### src/rtl/tt_um_kavinmalar_serial_adder.sv
// Bit-serial 8-bit adder: LSB-first full adder (two half adders + carry flop)
// iterated over operands loaded from the pins, with load/start/done handshake.
//
// state  | meaning
// S_IDLE | waiting for loads or start
// S_RUN  | shifting one bit per enabled edge, 8 bits total
// S_DONE | result valid; start re-runs, a load returns to idle
module tt_um_kavinmalar_serial_adder (
  input  logic       clk,
  input  logic       rst_n,
  input  logic       ena,
  input  logic [7:0] ui_in,
  output logic [7:0] uo_out,
  input  logic [7:0] uio_in,
  output logic [7:0] uio_out,
  output logic [7:0] uio_oe
);

  typedef enum logic [1:0] {S_IDLE, S_RUN, S_DONE} state_t;

  state_t     state_q;
  logic [7:0] opa_q, opb_q;
  logic [7:0] wa_q, wb_q, acc_q;
  logic       c_q;
  logic [2:0] cnt_q;
  logic [7:0] res_q;
  logic       cout_q, ovf_q;
  logic       sa_q, sb_q;

  logic       ld_a, ld_b, start, clr;
  logic [7:0] wa_d, wb_d, acc_d;
  logic       ha1_s, ha1_c, sum_bit_d, ha2_c, carry_d;
  logic       unused_ok;

  assign ld_a  = uio_in[0];
  assign ld_b  = uio_in[1];
  assign start = uio_in[2];
  assign clr   = uio_in[3];
  assign unused_ok = &{1'b0, uio_in[7:4]};

  // Operand capture for a new run; a same-edge load takes priority over the stored operand
  always_comb begin
    wa_d = ld_a ? ui_in : opa_q;
    wb_d = ld_b ? ui_in : opb_q;
  end

  // Full adder as two cascaded half adders on the current LSBs and carry
  always_comb begin
    ha1_s     = wa_q[0] ^ wb_q[0];
    ha1_c     = wa_q[0] & wb_q[0];
    sum_bit_d = ha1_s ^ c_q;
    ha2_c     = ha1_s & c_q;
    carry_d   = ha1_c | ha2_c;
    acc_d     = {sum_bit_d, acc_q[7:1]};
  end

  // Control FSM and datapath registers; ena low freezes everything including clr
  always_ff @(posedge clk or negedge rst_n) begin
    if (!rst_n) begin
      state_q <= S_IDLE;
      opa_q   <= 8'h00;
      opb_q   <= 8'h00;
      wa_q    <= 8'h00;
      wb_q    <= 8'h00;
      acc_q   <= 8'h00;
      c_q     <= 1'b0;
      cnt_q   <= 3'd0;
      res_q   <= 8'h00;
      cout_q  <= 1'b0;
      ovf_q   <= 1'b0;
      sa_q    <= 1'b0;
      sb_q    <= 1'b0;
    end else if (ena) begin
      if (clr) begin
        state_q <= S_IDLE;
        opa_q   <= 8'h00;
        opb_q   <= 8'h00;
        res_q   <= 8'h00;
        cout_q  <= 1'b0;
        ovf_q   <= 1'b0;
      end else begin
        case (state_q)
          S_IDLE, S_DONE: begin
            if (ld_a) opa_q <= ui_in;
            if (ld_b) opb_q <= ui_in;
            if (start) begin
              wa_q    <= wa_d;
              wb_q    <= wb_d;
              sa_q    <= wa_d[7];
              sb_q    <= wb_d[7];
              c_q     <= 1'b0;
              cnt_q   <= 3'd0;
              acc_q   <= 8'h00;
              state_q <= S_RUN;
            end else if ((state_q == S_DONE) && (ld_a || ld_b)) begin
              state_q <= S_IDLE;
            end
          end
          S_RUN: begin
            acc_q <= acc_d;
            c_q   <= carry_d;
            wa_q  <= {1'b0, wa_q[7:1]};
            wb_q  <= {1'b0, wb_q[7:1]};
            cnt_q <= cnt_q + 3'd1;
            if (cnt_q == 3'd7) begin
              res_q   <= acc_d;
              cout_q  <= carry_d;
              // Sign flops hold the original operand MSBs; the last sum bit is the result sign
              ovf_q   <= (sa_q == sb_q) && (sum_bit_d != sa_q);
              state_q <= S_DONE;
            end
          end
          default: state_q <= S_IDLE;
        endcase
      end
    end
  end

  // Outputs come straight from registers; no input-to-output path
  always_comb begin
    uo_out  = res_q;
    uio_out = {ovf_q, cout_q, (state_q == S_DONE), (state_q == S_RUN), 4'b0000};
    uio_oe  = 8'hF0;
  end

endmodule

### config.mk
export PLATFORM = sky130hd
export DESIGN_NAME = tt_um_kavinmalar_serial_adder
export DESIGN_NICKNAME = d
export VERILOG_FILES = /design/src/rtl/tt_um_kavinmalar_serial_adder.sv
export SDC_FILE = /design/constraint.sdc
export NUM_CORES = 1
export LEC_CHECK = 0
export BUFFER_PORTS_ARGS = -buffer_cell sky130_fd_sc_hd__buf_4
export CAP_MARGIN = 25
export CORE_MARGIN = 8
export CORE_UTILIZATION = 58
export CTS_BUF_LIST = sky130_fd_sc_hd__clkbuf_2
export CTS_CLUSTER_DIAMETER = 40
export DETAILED_ROUTE_END_ITERATION = 8
export HOLD_SLACK_MARGIN = 0.03
export PLACE_DENSITY = 0.8
export SYNTH_ARGS = -nofsm -noshare
export SYNTH_HDL_FRONTEND = slang
export SYNTH_SLANG_ARGS = --single-unit
### constraint.sdc
create_clock -name clk -period 2 [get_ports clk]
set_input_delay 0.4 -clock clk [delete_from_list [all_inputs] [get_ports clk]]
set_output_delay 0.4 -clock clk [all_outputs]
set_load 0.02 [all_outputs]
# Yosys cells after proc, flatten, opt, wreduce, memory -nomap -nowiden
# Index checks and enable logic that the tools add are counted.
# Widths: inputs -> output; s select.
[op_classes] addsub=1 eq_ne=8 mux=30 bitwise=6 n_reduce_logical=14
[op_table] cell="$mux 8" n=12
[op_table] cell="$pmux 8 s2" n=3
[op_table] cell="$mux 2" n=4
[op_table] cell="$reduce_and 4->1" n=2
[op_table] cell="$reduce_bool 2->1" n=4
[op_table] cell="$mux 1" n=7
[op_table] cell="$pmux 3 s2" n=1
[op_table] cell="$reduce_and 3->1" n=2
[op_table] cell="$ne 4x4->1 const B" n=1
[op_table] cell="$pmux 2 s2" n=1
[op_table] cell="$add 3x1->3 const B" n=1
[op_table] cell="$eq 3x3->1 const B" n=1
[op_table] cell="$mux 3" n=1
[op_table] cell="$ne 3x2->1 const B" n=1
[op_table] cell="$and 1x1->1" n=2
[op_table] cell="$eq 2x1->1 const B" n=1
[op_table] cell="$eq 2x2->1 const B" n=1
[op_table] cell="$logic_and 1x1->1" n=2
[op_table] cell="$logic_not 2->1" n=1
[op_table] cell="$ne 2x2->1 const B" n=1
[op_table] cell="$pmux 1 s2" n=1
[op_table] cell="$reduce_and 2->1" n=1
[op_table] cell="$reduce_or 2->1" n=1
[op_table] cell="$xor 1x1->1" n=2
[op_table] cell="5 further kinds" n=5
[word_totals] ff_bits=58 in_bits=19 out_inout_bits=24 word_cells=72

# Logic depth before layout (Yosys ltp)
[depth] depth_word=7 ltp_mapped=6 ltp_nobuf=5

# Worst setup path before layout
# OpenSTA, ideal clock, no wires.
[synth_timing] kind="reg-to-reg" from="reg wa_q[0]" to="reg ovf_q" setup_time_ns=0.065 arrival_ns=1.632 t_required_ns=1.935 setup_slack_ns=0.303 stages_incl_launch_ff=5 n_path_buf=0 period_less_slack_ns=1.697 cell_sequence="dfrtp_1 fa_1 or3b_2 a21oi_1 mux2_1"
[synth_via] elab_chain_len=7
[synth_lines] item="start: declaration" line_no="23" source="logic [7:0] wa_q, wb_q, acc_q;"
[synth_lines] item="start signal: assignment" line_no="87" source="wa_q <= wa_d;"
[synth_lines] item="start signal: assignment" line_no="102" source="wa_q <= {1'b0, wa_q[7:1]};"
[synth_lines] item="$xor 1x1->1" line_no="49" source="ha1_s = wa_q[0] ^ wb_q[0];"
[synth_lines] item="$xor 1x1->1" line_no="51" source="sum_bit_d = ha1_s ^ c_q;"
[synth_lines] item="$ne 1x1->1" line_no="109" source="ovf_q <= (sa_q == sb_q) && (sum_bit_d != sa_q);"
[synth_lines] item="$logic_and 1x1->1" line_no="109"
[synth_lines] item="$mux 1" line_no="105" source="if (cnt_q == 3'd7) begin"
[synth_lines] item="$mux 1" line_no="82" source="case (state_q)"
[synth_lines] item="$mux 1" line_no="74" source="if (clr) begin"
[synth_lines] item="end signal: assignment" line_no="109"
[synth_lines] item="end: declaration" line_no="27" source="logic cout_q, ovf_q;"
# No other way between the ends. The select of a mux whose other input is x is not followed.
# A chain may end at the register's enable or synchronous reset.

# Worst setup path after layout
[layout_timing] from="reg state_q[1]" to="out uio_out[4]"
[layout_via] elab_chain_len=1
[layout_lines] item="start: declaration" line_no="21" source="state_t state_q;"
[layout_lines] item="start signal: assignment" line_no="60" source="state_q <= S_IDLE;"
[layout_lines] item="start signal: assignment" line_no="75" source="state_q <= S_IDLE;"
[layout_lines] item="start signal: assignment" line_no="94" source="state_q <= S_RUN;"
[layout_lines] item="$eq 2x1->1" line_no="122" source="uio_out = {ovf_q, cout_q, (state_q == S_DONE), (state_q == S_RUN), 4'b0000};"
[layout_lines] item="end: declaration" line_no="15" source="output logic [7:0] uio_out,"
# No other way between the ends.

==> results.toml <==
[place]
place.gp.congestion = 0.740
place_ws_ns = 0.204
port_buffers = 26
hpwl_mm = 3.64

[status]
status = "complete, no violations"

[synth]
async_flop_share_pct = 100
synth_area_per_cell_um2 = 12.6
synth.distinct_cells = 38
yosysSeqAreaShare_pct = 51.9
yosysWarnings = 0
netlist_area_mm2 = 0.00275
synth-edff-count = 0
synth_seq_cells = 57
ys.flop_type = "dfrtp_1"
synthCells = 218

[grt]
grt_first_pass_wirelength_mm = 9.17
grt_max_degree = 58
grt_use_met2_pct = 22.7
use_met1_pct = 22.2
antenna_found_initial = 0
grt_busiest_layer = "met2"
grtUsageTotal_pct = 16.2
grt_pass1_vias = 1762
use_met3_pct = 5.50
grt.overflow.total = 0

[floorplan]
fp.dieW_um = 84.8
dieArea_mm2 = 0.00720
start_util_pct = 59.0
ios = 43
coreArea_mm2 = 0.00466
die_y_um = 84.8
fp-row-count = 25

[power]
ir_drop_uv = 396
leakagePower_nw = 1.53
powerDensity_mw_per_mm2 = 888
total_power_mw = 2.64

[routing]
drt-total-wl_mm = 5.39
via_per_inst = 5.88
ant_nets = 0
firstDrtPassIters = 5
wl_per_cell_um = 17.8
vias = 1782
drc = 0
drtIter0Drc = 153

[worst_setup_path]
max_stage_delay_ns = 0.52
cp_max_fo = 9
cp_slowest_cell = "dfrtp_1"
cp-start-kind = "register"
cp_top_family = "flip-flops"
critPathBufInv = 2
crit_path_end_kind = "primary output"
crit_chain = "nand2b_4 -> inv_1 -> buf_4"
required_ns = 1.60
critical_path_class = "reg -> out"
crit_arrival_ns = 1.46

[clock_tree]
htree_num_levels = 3
clockBufferDepth = 2
tritoncts = "yes"
cts.root.buffer_cell = "clkbuf_2"
clock_sinks = 57
clkTransAtPathRegs_ns = 0.14
post_cts_buffers = 0
cts_made_buffers = 9
clkLatencyLatePin_ns = 0.47

[finish]
final_cell_mix = "56 x dfrtp_1, 34 x buf_4, 31 x a22o_1"
area_delta_synth_final_pct = 8.42
layout_commonest_cell = "dfrtp_1"
antennaDiodeCount = 0
nets = 266
drive_gt1_share_pct = 27.7

[timing]
post-route-min-period_ns = 1.86
holdWs_ns = 0.212
clock.fmax_mhz = 538
maxSlewHeadroom_pct = 52.9
fin_setup_tns_ns = 0
finalSetupViolCount = 0
fin_ws_ns = 0.141
rsz0062_at_grt = "no"
hold_viol = 0
tightestPinTransition_ns = 0.706
fin_crit_sh_pct = 93.0
finalMaxSlewViolations = 0
fin_skew_ns = 0.0155

[run]
drv_cap = 0

[worst_hold_path]
holdCritPathClass = "in -> reg"
## area by class of cell
type,count,area [µm²]
sequential,57,1430
multi-input combinational,140,1140
clock buffer,10,50.0
clock inverter,6,25.0
inverter,1,3.75
tap,54,67.6
timing repair buffer,35,265
fill,363,1680
## power by group
group | switching (mW) | internal (mW)
Combinational | 0.307 | 0.306
Sequential | 0.134 | 1.35
Clock | 0.395 | 0.149
Total | 0.837 | 1.81
## worst reg2reg max path: stages, from the launching register on
cell and delay [ns]:
dfrtp_1 0.43, fa_1 0.61, or3b_2 0.46, a21oi_1 0.16, mux2_1 0.14
## cell usage after synthesis (2+ instances only)
| cell | number | area share [%] |
|---|---|---|
| dfrtp_1 | 57 | 52 |
| a22o_1 | 31 | 9.9 |
| buf_4 | 17 | 4.6 |
| mux2i_1 | 16 | 5.8 |
| mux2_2 | 15 | 6.1 |
| nand3_1 | 12 | 2.2 |
| o21ai_1 | 11 | 2.0 |
| buf_2 | 7 | 1.3 |
| a21o_1 | 5 | 1.4 |
| buf_6 | 5 | 2.0 |
| a21oi_1 | 3 | 0.55 |
| nand2_1 | 3 | 0.41 |
| a32o_1 | 2 | 0.73 |
| conb_1 | 2 | 0.27 |
| ha_1 | 2 | 0.91 |
| nand2b_1 | 2 | 0.46 |
| nand4bb_1 | 2 | 0.82 |
| nor2_1 | 2 | 0.27 |
| nor3b_1 | 2 | 0.55 |
| o211ai_1 | 2 | 0.55 |
| o21ai_0 | 2 | 0.36 |
| o2bb2ai_1 | 2 | 0.64 |
## metrics by stage
step	instances	area [µm²]	util [%]
after floorplan	228	2790	-
after global placement	286	2890	61.9
after detailed placement	286	2890	61.9
after CTS	303	2970	63.8
after global routing	303	2980	63.9
final	303	2980	63.9
## sequential cells by signal, indices dropped and copies added, names as in the netlist
| register | flops |
|---|---|
| wb_q | 8 |
| cnt_q | 3 |
| wa_q | 8 |
| opa_q | 8 |
| c_q | 1 |
| ovf_q | 1 |
| cout_q | 1 |
| sa_q | 1 |
| uo_out | 8 |
| state_q | 2 |
| sb_q | 1 |
| acc_q | 7 |
| opb_q | 8 |
## per-layer routing
layer | wire, µm | up-vias
li1 | - | 831
met1 | 2530 | 878
met2 | 2380 | 63
met3 | 381 | 10
met4 | 101 | 0
met5 | 0 | -
## final timing paths
kind | startpoint | slack (ns) | endpoint | cells past startpoint
max | state_q[1] | 0.14 | uio_out[4] | 3
min | ui_in[7] | 0.21 | opb_q[7] | 2
max reg2reg | wa_q[0] | 0.17 | ovf_q | 4
min reg2reg | opb_q[0] | 0.51 | opb_q[0] | 1
max in group asynchronous | rst_n | 0.98 | state_q[0] | 2
min in group asynchronous | rst_n | 0.52 | uo_out[5] | 2
## timing repair
item                                   in CTS  in global routing
hold buffers                                1                  0
endpoints found under the hold margin      57                  0
resized for setup                           2                  1
setup endpoints to repair                   1                  1
## kinds of logic after synthesis
family                     share of synthesized area, %
muxes                                              12.4
buffers and inverters                              8.24
AOI/OAI and AO/OA                                  17.5
other                                             0.273
DFF                                                51.9
and+or+nand+nor                                    8.02
adders and majority gates                          1.64
No activity file was read; power rests on OpenSTA's default activity.
